[src/rtl/gpio_serial_config_tx.sv]
// Serial programmer for the mprj_io pad control daisy chain: captures a
// configuration image, shifts it out MSB-first, then strobes serial_load.
module gpio_serial_config_tx #(
  parameter int unsigned NUM_PADS     = 38,
  parameter int unsigned BITS_PER_PAD = 13,
  parameter int unsigned CLK_DIV      = 2
) (
  input  logic                             clock,
  input  logic                             reset,
  input  logic                             start,
  input  logic [NUM_PADS*BITS_PER_PAD-1:0] cfg_data,
  output logic                             busy,
  output logic                             done,
  output logic                             serial_clock,
  output logic                             serial_data,
  output logic                             serial_load
);

  localparam int unsigned N  = NUM_PADS * BITS_PER_PAD;
  localparam int unsigned BW = $clog2(N + 1);
  localparam logic [7:0]    DIV_LAST = 8'(CLK_DIV - 1);
  localparam logic [BW-1:0] BIT_LAST = BW'(N - 1);
  localparam logic [BW-1:0] BIT_MAX  = BW'(N);

  typedef enum logic [2:0] {
    IDLE,
    SHIFT,
    GAP,
    LOAD,
    DONE
  } state_t;

  state_t         r_state;
  state_t         w_state_next;
  logic [N-1:0]   r_shreg;
  logic [7:0]     r_div;
  logic           r_phase;
  logic [BW-1:0]  r_bit;
  logic           r_busy;
  logic           r_done;
  logic           r_sclk;
  logic           r_sdata;
  logic           r_sload;
  logic           w_div_last;
  logic           w_bit_end;
  logic           w_accept;

  always_comb begin
    w_state_next = r_state;
    w_accept     = 1'b0;
    w_div_last   = (r_div == DIV_LAST);
    w_bit_end    = w_div_last && r_phase;
    case (r_state)
      IDLE: begin
        // The serial outputs lag the state by one cycle, so the visible done
        // cycle is spent in IDLE; r_done blocks a start landing in it.
        if (start && !r_done) begin
          w_accept     = 1'b1;
          w_state_next = SHIFT;
        end
      end
      SHIFT: begin
        if (w_bit_end && (r_bit == BIT_LAST)) begin
          w_state_next = GAP;
        end
      end
      GAP: begin
        if (w_div_last) begin
          w_state_next = LOAD;
        end
      end
      LOAD: begin
        if (w_div_last) begin
          w_state_next = DONE;
        end
      end
      DONE: begin
        w_state_next = IDLE;
      end
      default: begin
        w_state_next = IDLE;
      end
    endcase
  end

  always_ff @(posedge clock) begin
    if (reset) begin
      r_state <= IDLE;
      r_shreg <= '0;
      r_div   <= '0;
      r_phase <= 1'b0;
      r_bit   <= '0;
      r_busy  <= 1'b0;
      r_done  <= 1'b0;
      r_sclk  <= 1'b0;
      r_sdata <= 1'b0;
      r_sload <= 1'b0;
    end else begin
      r_state <= w_state_next;
      r_sclk  <= (r_state == SHIFT) && r_phase;
      r_sdata <= (r_state == SHIFT) && r_shreg[N-1];
      r_sload <= (r_state == LOAD);
      r_done  <= (r_state == DONE);

      case (r_state)
        IDLE: begin
          if (w_accept) begin
            r_shreg <= cfg_data;
            r_div   <= '0;
            r_phase <= 1'b0;
            r_bit   <= '0;
            r_busy  <= 1'b1;
          end
        end
        SHIFT: begin
          r_div <= w_div_last ? '0 : r_div + 8'd1;
          if (w_div_last) begin
            r_phase <= ~r_phase;
            if (r_phase) begin
              r_shreg <= {r_shreg[N-2:0], 1'b0};
              r_bit   <= r_bit + BW'(1);
            end
          end
        end
        GAP, LOAD: begin
          r_div <= w_div_last ? '0 : r_div + 8'd1;
        end
        DONE: begin
          r_busy <= 1'b0;
        end
        default: begin
          r_busy <= 1'b0;
        end
      endcase
    end
  end

  assign busy         = r_busy;
  assign done         = r_done;
  assign serial_clock = r_sclk;
  assign serial_data  = r_sdata;
  assign serial_load  = r_sload;

  a_clk_load_exclusive : assert property (@(posedge clock) disable iff (reset)
    !(serial_clock && serial_load));

  a_bit_bounded : assert property (@(posedge clock) disable iff (reset)
    r_bit <= BIT_MAX);

endmodule

[config.mk]
export PLATFORM = sky130hd
export DESIGN_NAME = gpio_serial_config_tx
export DESIGN_NICKNAME = d
export VERILOG_FILES = /design/src/rtl/gpio_serial_config_tx.sv
export SDC_FILE = /design/constraint.sdc
export NUM_CORES = 1
export LEC_CHECK = 0
export BUFFER_PORTS_ARGS = -buffer_cell sky130_fd_sc_hd__buf_2
export CELL_PAD_IN_SITES_DETAIL_PLACEMENT = 1
export CELL_PAD_IN_SITES_GLOBAL_PLACEMENT = 2
export CORE_UTILIZATION = 32
export CTS_CLUSTER_SIZE = 25
export DETAILED_ROUTE_END_ITERATION = 10
export PLACE_DENSITY_LB_ADDON = 0.1
export SKIP_CTS_REPAIR_TIMING = 1
export SYNTH_ARGS = -nofsm -noshare
export SYNTH_HDL_FRONTEND = slang
export SYNTH_SLANG_ARGS = --single-unit
[constraint.sdc]
create_clock -name clock -period 2.1 [get_ports clock]
set_input_delay 0.105 -clock clock [delete_from_list [all_inputs] [get_ports clock]]
set_output_delay 0.105 -clock clock [all_outputs]
set_load 0.01 [all_outputs]
==> results of run 1 <==
==> cells in the mapped netlist, types with 2 or more instances <==
cell type	n
sky130_fd_sc_hd__and3_1	6
sky130_fd_sc_hd__a31oi_1	2
sky130_fd_sc_hd__a41oi_1	2
sky130_fd_sc_hd__a311oi_1	4
sky130_fd_sc_hd__buf_4	17
sky130_fd_sc_hd__buf_2	12
sky130_fd_sc_hd__o221a_1	126
sky130_fd_sc_hd__dfxtp_1	520
sky130_fd_sc_hd__a211oi_1	2
sky130_fd_sc_hd__o2111ai_1	5
sky130_fd_sc_hd__nand2_1	13
sky130_fd_sc_hd__inv_1	5
sky130_fd_sc_hd__o221a_2	367
sky130_fd_sc_hd__a21oi_1	12
sky130_fd_sc_hd__nand4_1	4
sky130_fd_sc_hd__a2111o_1	4
sky130_fd_sc_hd__o21ai_0	4
sky130_fd_sc_hd__buf_6	83
sky130_fd_sc_hd__nand2b_1	2
sky130_fd_sc_hd__or2_2	3
sky130_fd_sc_hd__buf_1	12
sky130_fd_sc_hd__ha_1	4
sky130_fd_sc_hd__clkbuf_1	101
sky130_fd_sc_hd__buf_8	4
sky130_fd_sc_hd__and2_1	3
sky130_fd_sc_hd__nor2_1	8
sky130_fd_sc_hd__nor3_1	4
sky130_fd_sc_hd__o21a_1	493
sky130_fd_sc_hd__nand3_1	13
sky130_fd_sc_hd__mux2i_1	5
==> final cells by class <==
| cell class | instances | share of cell area, % |
|---|---|---|
| Multi-Input combinational cell | 1104 | 31.32 |
| Sequential cell | 520 | 32.28 |
| Tap cell | 882 | 3.422 |
| Inverter | 6 | 0.09312 |
| Clock buffer | 90 | 5.257 |
| Antenna cell | 2 | 0.01552 |
| Clock inverter | 11 | 0.1979 |
| Timing Repair Buffer | 1091 | 27.42 |
==> per-stage QoR <==
step                hold WS, ns  std cells  setup WS [ns]  util [%]  total power (W)
detailed placement       0.3578       3107        -0.1140     37.25          0.01447
global route            0.07640       3705       -0.01841     47.10          0.02578
floorplan                0.2410       1859        0.08581         -          0.01334
finish                  0.04148       3706        0.04269     47.10          0.02462
global placement         0.3533       3107        0.03412     37.25          0.01440
CTS                     -0.2976       3208        -0.1589     39.82          0.02422
==> routing by layer <==
layer | up-vias | global-route usage [%] | share of wire (%)
met5 | - | 0 | 0.0093
met4 | 2 | 7.015 | 3.1
met3 | 118 | 3.864 | 3.7
met2 | 387 | 31.82 | 49
met1 | 9677 | 23.69 | 44
li1 | 9433 | - | -
==> worst register-to-register path: stages (launching register included) <==
cell,delay (ns)
sky130_fd_sc_hd__dfxtp_1,0.31
sky130_fd_sc_hd__or4b_4,0.57
sky130_fd_sc_hd__or2_4,0.33
sky130_fd_sc_hd__nand2_8,0.12
sky130_fd_sc_hd__buf_12,0.20
sky130_fd_sc_hd__buf_12,0.25
sky130_fd_sc_hd__o221a_2,0.24
==> cells in the final DEF (no fill, tap or decap), types with 3 or more instances in the layout <==
cell type,instances
sky130_fd_sc_hd__a2111o_1,4
sky130_fd_sc_hd__a21oi_1,10
sky130_fd_sc_hd__a311oi_1,4
sky130_fd_sc_hd__and2_1,3
sky130_fd_sc_hd__and3_1,6
sky130_fd_sc_hd__buf_12,53
sky130_fd_sc_hd__buf_2,501
sky130_fd_sc_hd__buf_4,41
sky130_fd_sc_hd__clkbuf_1,23
sky130_fd_sc_hd__clkbuf_16,61
sky130_fd_sc_hd__clkbuf_8,6
sky130_fd_sc_hd__clkinv_2,8
sky130_fd_sc_hd__dfxtp_1,520
sky130_fd_sc_hd__dlygate4sd3_1,496
sky130_fd_sc_hd__ha_1,4
sky130_fd_sc_hd__inv_1,5
sky130_fd_sc_hd__mux2i_1,5
sky130_fd_sc_hd__nand2_1,13
sky130_fd_sc_hd__nand3_1,13
sky130_fd_sc_hd__nand4_1,4
sky130_fd_sc_hd__nor2_1,8
sky130_fd_sc_hd__nor3_1,4
sky130_fd_sc_hd__o2111ai_1,5
sky130_fd_sc_hd__o21a_1,493
sky130_fd_sc_hd__o21ai_0,4
sky130_fd_sc_hd__o221a_1,126
sky130_fd_sc_hd__o221a_2,367
sky130_fd_sc_hd__or2_2,3
==> how the worst max path moves through the flow <==
stage	start	end	slack, ns	cells past startpoint
after floorplan	r_state[1]	r_shreg[159]	0.09	8
after global placement	r_div[1]	r_div[6]	0.03	7
after detailed placement	r_div[1]	r_div[7]	-0.11	7
after CTS	r_div[1]	r_div[7]	-0.16	7
after global routing	r_state[0]	r_shreg[47]	-0.02	6
final	r_state[0]	r_shreg[103]	0.04	6
==> cell families after synthesis <==
kind of cell               Yosys count
AOI/OAI and AO/OA                 1026
adders and majority gates            4
buffers and inverters              235
DFF                                520
muxes                                5
and+or+nand+nor                     69
==> report_power, final <==
| group | switching (W) | internal, W | total, W |
|---|---|---|---|
| sequential | 0.000495 | 0.0107 | 0.0112 |
| combinational | 0.00153 | 0.00231 | 0.00384 |
| clock | 0.00407 | 0.00550 | 0.00957 |
==> sequential cells by signal, indices dropped and copies added (netlist names) <==
signal / flops
r_state: 3
r_bit: 9
r_shreg: 494
serial_load: 1
r_phase: 1
serial_clock: 1
r_div: 8
serial_data: 1
busy: 1
done: 1
==> metrics.md, run 1 <==
| Metric | Value |
|---|---|
| Outcome | complete, no violations |
| Pwr/cell area | between 700 and 800 mW/mm² |
| Cell repeated most along the worst path | sky130_fd_sc_hd__buf_12 |
| Share of the synthesized area in the top cell type | 47.08% |
| I/O pin total | ~500 |
| Arrival time at the worst endpoint | 2.60 ns |
| Post-route minimum period | about 2.1 ns |
| Endpoint, Worst Hold | r_div[0] |
| Type of the worst min-delay path | input port to flip-flop |
| RSZ-0062 raised after global routing | true |
| DR WL/cell | between 20 and 25 µm |
| Initial cell density of the core | about a third |
| Async set-or-reset flop fraction in the synthesized netlist | 0% |
| Beginning of the worst register-to-register path | r_state[0] |
| Vertical extent of the die | 264.9 µm |
| Clock Sinks | between 500 and 600 |
| Ys Warns | 0 |
| Synthesized-area fraction occupied by ao, oa, aoi and oai cells | a little over two fifths |
| Number of fill cells in the layout | 7339 |
| Post-DP HPWL | approximately 47000 µm |
| GRT Overall Usage | between 10% and 20% |
| Seq/Total Area, Yosys | between 40% and 50% |
| Main synth FF type | sky130_fd_sc_hd__dfxtp_1 |
| Number of flops mapped to enable cells by yosys | 0 |
| DRT iter0 DRCs | 1206 |
| Via count of the first global-routing pass | around 19000 |
| Area inside the core boundary | around 0.068 mm² |
| Cell with the biggest individual delay on the critical path | sky130_fd_sc_hd__or4b_4 |
| Post-synthesis share of cell area spent on full adders, half adders and majority gates | 0.2263% |
| Number of buffers and inverters on the critical path | 2 |
| Final weighted congestion in routability-driven placement | 0.7751 |
| Maximum Capacitance Violations | 0 |
| Slew at the pin with the worst max-slew slack | 0.5855 ns |
| Wire length of the first global-routing pass | around 110000 µm |
| Delay of the slowest cell on the worst path | 0.57 ns |
| Post-route fraction of the period consumed by the critical path | between 90% and 100% |
| Simple-gate share of the synthesized area | around 1.9% |
| Vias | 19617 |
| Kind of cell adding the most delay to the critical path | simple AND/OR/NAND/NOR gates |
| First-pass detailed-route iteration total | 5 |
| Crit path launch type | flip-flop |
| Static power due to leakage | 12.74 nW |
| Largest family of logic cells by synthesized area | compound AO/OA/AOI/OAI gates |
| Type of the worst setup path | flip-flop to flip-flop |
| Max Clock Freq | 0.4861 GHz |
| Num CTS Buffers | 58 |
| Worst-case clock buffer depth | 3 |
| Register cell area after layout | between 0.01 and 0.015 mm² |
| Maximum fanout encountered on the critical timing path | 37 |
| Total Routed Length | ~75000 µm |
| DRC | 0 |
| Library cell with the largest summed area after synthesis | sky130_fd_sc_hd__dfxtp_1 |
| Hold violation count in the final report | 0 |
| Layout cells sized above 1 | 37.38% |
| Buffers added on ports | ~500 |
| Share of synthesized area spent on multiplexers | less than 1% |
| Required time at the endpoint of the critical path | about 2.6 ns |
| Net count of the finished layout | approximately 3300 |
| Worst Setup End Kind | flip-flop |
| Clock tree from TritonCTS | built |
| Setup violators final | 0 |
| Initial antenna violation count | 2 |
| Average cell area after synthesis | roughly 12 µm² |
| Number of antenna-violating nets in the routed design | 0 |
| Post-Syn Nets | approximately 2400 |
| Growth of design area from synthesis to finish | 45.84% |
| Placement-stage cell area | between 0.02 and 0.03 mm² |
| Hold Crit Start | start |
| Skew final | between 0.02 and 0.03 ns |
| GR Overflow Total | 0 |
| Post-synthesis instance area | 0.02211 mm² |
| Number of instances in the synthesized netlist | between 1500 and 2000 |
| Total non-filler cell area in the finished layout | about 0.032 mm² |
| Critical R2R Capture | r_shreg[103] |
| Combined area of the multi-input logic cells | approximately 0.010 mm² |
| Maximum number of pins on one net before global-route repair | just under 80 |
| Flip-flop and latch count after synthesis | 520 |
| Instance count along the most critical hold path | 5 |
| Clock transition at the register clock pins on the worst setup and hold paths after CTS | approximately 0.060 ns |
| CTS Root Buffer Type | sky130_fd_sc_hd__clkbuf_16 |
| Area enclosed by the die boundary | 0.07016 mm² |
| Clock latency on the worst-skew pair | 0.61 ns |
| Cell-by-cell trace of the critical path | or4b_4 -> or2_4 -> nand2_8 -> buf_12 -> buf_12 -> o221a_2 |
| Number of vias per cell after detailed routing | 5.293 |
| Final sum of negative setup slack | 0 ns |
| Worst r2r path cells | 6 |
| Register-to-register setup slack | 0.04 ns |
| FP Rows | 96 |
| Pins Over Slew Limit | 0 |
| Unique cell type count in the Yosys netlist | between 40 and 50 |
| Horiz. Die Dim | ~260 µm |
| H-tree depth | 2 |
| Fraction of synthesized cell area in xor and xnor cells | 0% |
| Max IR drop VDD | approximately 660 µV |
| Cell types occupying the most area after synthesis | sky130_fd_sc_hd__dfxtp_1 47%, sky130_fd_sc_hd__o221a_2 19%, sky130_fd_sc_hd__o21a_1 17% |
| Worst max-slew margin expressed relative to the limit | between 60% and 70% |
(Power assumes the default switching activity.)
==> run 2, diff against run 1 <==
--- a/config.mk
+++ b/config.mk
@@ -5,13 +5,14 @@
 export SDC_FILE = /design/constraint.sdc
 export NUM_CORES = 1
 export LEC_CHECK = 0
+export ABC_AREA = 1
 export BUFFER_PORTS_ARGS = -buffer_cell sky130_fd_sc_hd__buf_2
 export CELL_PAD_IN_SITES_DETAIL_PLACEMENT = 1
 export CELL_PAD_IN_SITES_GLOBAL_PLACEMENT = 2
-export CORE_UTILIZATION = 32
+export CORE_UTILIZATION = 27
 export CTS_CLUSTER_SIZE = 25
 export DETAILED_ROUTE_END_ITERATION = 10
-export PLACE_DENSITY_LB_ADDON = 0.1
+export PLACE_DENSITY_LB_ADDON = 0.12
 export SKIP_CTS_REPAIR_TIMING = 1
 export SYNTH_ARGS = -nofsm -noshare
 export SYNTH_HDL_FRONTEND = slang
==> metrics.md, run 2 <==
| Metric | Value |
|---|---|
| Number of antenna-violating nets in the routed design | 0 (unchanged) |
| Maximum number of pins on one net before global-route repair | 91 (+15%) |
| Static power due to leakage | 14.25 nW (+12%) |
| DRT iter0 DRCs | 1221 (+1.2%) |
| Async set-or-reset flop fraction in the synthesized netlist | 0% (unchanged) |
| Growth of design area from synthesis to finish | 46.06% |
| Maximum fanout encountered on the critical timing path | 90 (+140%) |
| Slew at the pin with the worst max-slew slack | 0.6057 ns (+0.02028 ns) |
| Post-Syn Nets | 3990 (+69%) |
| Type of the worst setup path | flip-flop to flip-flop |
| Commonest cells after routing, fill and taps aside | 685 x sky130_fd_sc_hd__o21ai_0, 640 x sky130_fd_sc_hd__nand2_1, 520 x sky130_fd_sc_hd__dfxtp_1, 501 x sky130_fd_sc_hd__buf_2, 477 x sky130_fd_sc_hd__dlygate4sd3_1 |
| Vias | 25497 (+30%) |
| Clock Sinks | 520 (unchanged) |
| H-tree depth | 3 (+1) |
| Initial cell density of the core | 27.43% (-4.9 points) |
| Initial antenna violation count | 8 (+6) |
| Clock tree from TritonCTS | built |
| Pwr/cell area | 1241 mW/mm² (+62%) |
| Type of the worst min-delay path | input port to flip-flop |
| Total Routed Length | 88950 µm (+19%) |
| Clock latency on the worst-skew pair | 0.59 ns (-0.02 ns) |
| Ys Warns | 0 (unchanged) |
| Final weighted congestion in routability-driven placement | 0.7378 (-4.8%) |
| Clock transition at the register clock pins on the worst setup and hold paths after CTS | 0.06 ns (about the same) |
| Regs by FF count | r_shreg x494, r_bit x9, r_div x8 |
| Maximum Capacitance Violations | 0 (unchanged) |
| End-of-flow core utilization | 40.06% (-7.0 points) |
| Hold violation count in the final report | 11 (+11) |
| Outcome | complete, but fails checks |
| Met3 layer usage reported by global route | 2.958% (-0.91 points) |
| Global route hottest layer | met2 |
| Library cell with the largest summed area after synthesis | sky130_fd_sc_hd__dfxtp_1 |
| Main synth FF type | sky130_fd_sc_hd__dfxtp_1 |
| Number of instances in the synthesized netlist | 3489 (+88%) |
| DR WL/cell | 16.08 µm (-21%) |
| Num CTS Buffers | 66 (+14%) |
| Required time at the endpoint of the critical path | 2.52 ns (-0.12 ns) |
| CTS Root Buffer Type | sky130_fd_sc_hd__clkbuf_16 |
| Post-route fraction of the period consumed by the critical path | 94.75% (-3.2 points) |
| Arrival time at the worst endpoint | 2.41 ns (-0.19 ns) |
| Commonest cells in the netlist | 685 x sky130_fd_sc_hd__o21ai_0, 642 x sky130_fd_sc_hd__nand2_1, 520 x sky130_fd_sc_hd__dfxtp_1 |
| Skew final | 0.03059 ns (+0.005094 ns) |
| Net count of the finished layout | 4852 (+48%) |
| Worst-case clock buffer depth | 3 (unchanged) |
| Post-route minimum period | 1.990 ns (-0.06766 ns) |
| Max Clock Freq | 0.5026 GHz (+3.4%) |
| Average cell area after synthesis | 6.735 µm² (-43%) |
| Layout cells sized above 1 | 15.83% (-22 points) |
| Setup violators final | 0 (unchanged) |
| Pins Over Slew Limit | 0 (unchanged) |
| Worst max-slew margin expressed relative to the limit | 59.62% (-1.4 points) |
| Met1 layer usage reported by global route | 24.25% (+0.56 points) |
| Wire length of the first global-routing pass | 130400 µm (+22%) |
| Most flop-heavy register | r_shreg |
| GR Overflow Total | 0 (unchanged) |
| First-pass detailed-route iteration total | 5 (unchanged) |
| Horiz. Die Dim | 297.0 µm (+12%) |
| Worst Setup End Kind | flip-flop |
| Met2 usage | 29.34% (-2.5 points) |
| FP Rows | 107 (+11%) |
| Share of the synthesized area in the top cell type | 44.30% (-2.8 points) |
| Most common cell after layout, fill and taps aside | sky130_fd_sc_hd__o21ai_0 |
| DRC | 0 (unchanged) |
| I/O pin total | 502 (unchanged) |
| Via count of the first global-routing pass | 23914 (+28%) |
| Post-DP HPWL | 54690 µm (+16%) |
| Area enclosed by the die boundary | 0.08821 mm² (+26%) |
| Violated checks | hold timing |
| Final worst hold slack | -0.07862 ns (-0.1201 ns) |
| Buffers added on ports | 501 (unchanged) |
| Number of flops mapped to enable cells by yosys | 0 (unchanged) |
| Seq/Total Area, Yosys | 44.30% (-2.8 points) |
| Post-synthesis instance area | 0.02350 mm² (+6.3%) |
| Cell types occupying the most area after synthesis | sky130_fd_sc_hd__dfxtp_1 44%, sky130_fd_sc_hd__o21ai_0 15%, sky130_fd_sc_hd__nand2_1 10% |
| Crit path launch type | flip-flop |
| Max IR drop VDD | 811.7 µV (+22%) |
| Vertical extent of the die | 297.0 µm (+12%) |
| Unique cell type count in the Yosys netlist | 24 (-51%) |
| Area inside the core boundary | 0.08568 mm² (+25%) |
| Flip-flop and latch count after synthesis | 520 (unchanged) |
| Number of flip-flops under the largest register name | 494 (unchanged) |
| Number of vias per cell after detailed routing | 4.608 (-13%) |
| GRT Overall Usage | 18.02% (-0.87 points) |
| Most frequent cell after synthesis | sky130_fd_sc_hd__o21ai_0 |
-- run 2: cell count changes after synthesis, moves of 91 or more --
cell / delta
sky130_fd_sc_hd__nor2_1: +138
sky130_fd_sc_hd__nand2_1: +629
sky130_fd_sc_hd__nand3_1: +448
sky130_fd_sc_hd__o21ai_1: +258
sky130_fd_sc_hd__o21ai_0: +681
sky130_fd_sc_hd__inv_1: +458
sky130_fd_sc_hd__o221a_1: -126
sky130_fd_sc_hd__o221a_2: -367
sky130_fd_sc_hd__o21a_1: -493
sky130_fd_sc_hd__clkbuf_1: +91
-- run 2: layout make-up --
cell class / instances / area (µm²)
antenna: 4 / 10.01
clock buffer: 95 / 1952
clock inverter: 7 / 46.29
fill: 10789 / 51360
inverter: 465 / 1753
multi-input combinational: 2230 / 10300
sequential: 520 / 10410
tap: 1144 / 1431
timing repair buffer: 1068 / 8422
-- run 2: through the flow --
step           power [W]  TNS [ns]  cell area (µm²)  setup WS (ns)  instances
2_1_floorplan    0.02534         0            23500         0.2700       3489
3_3_place_gp     0.03129         0            27430        0.03761       4945
3_5_place_dp     0.03136         0            27430        0.04407       4945
4_1_cts          0.04244         0            29430        0.03475       5047
5_1_grt          0.04635  -0.02097            34320       -0.01597       5532
6_report         0.04258         0            34320         0.1103       5533
-- run 2: per-layer routing --
| metal | vias up | part of all wire (%) |
|---|---|---|
| met3 | 140 | 3.3 |
| li1 | 12972 | - |
| met4 | 8 | 2.8 |
| met2 | 407 | 48 |
| met1 | 11970 | 46 |
| met5 | - | 0.052 |
-- run 2: report_power, final --
group / switching [W] / internal, W / total (W)
clock: 0.00436 / 0.00638 / 0.0107
sequential: 0.000854 / 0.0129 / 0.0137
combinational: 0.0121 / 0.00595 / 0.0181
-- run 2: cell families after synthesis --
kind of cell	Yosys count	synth area share (%)
XOR/XNOR	4	0.1491
buffers and inverters	740	12.12
AND/OR/NAND/NOR	1262	22.78
AO/OA/AOI/OAI	959	20.44
flip-flops	520	44.30
adder cells (fa/ha/maj)	4	0.2130
-- run 2: worst max-delay path: stages, from the launching register on --
cell                      delay [ns]
sky130_fd_sc_hd__dfxtp_1        0.31
sky130_fd_sc_hd__inv_1          0.08
sky130_fd_sc_hd__ha_1           0.15
sky130_fd_sc_hd__nand2_1        0.06
sky130_fd_sc_hd__nor2_2         0.15
sky130_fd_sc_hd__nand2_2        0.13
sky130_fd_sc_hd__nand2_8        0.09
sky130_fd_sc_hd__nand2_1        0.14
sky130_fd_sc_hd__nand2_4        0.15
sky130_fd_sc_hd__buf_12         0.30
sky130_fd_sc_hd__o21ai_0        0.19
-- run 2: worst paths after layout --
check	startpoint	endpoint	slack, ns	cells after the start
min reg2reg	r_shreg[493]	serial_data	0.45	2
max	r_div[1]	r_shreg[389]	0.11	10
min	cfg_data[36]	r_shreg[36]	-0.08	5
max reg2reg	r_div[1]	r_shreg[389]	0.11	10
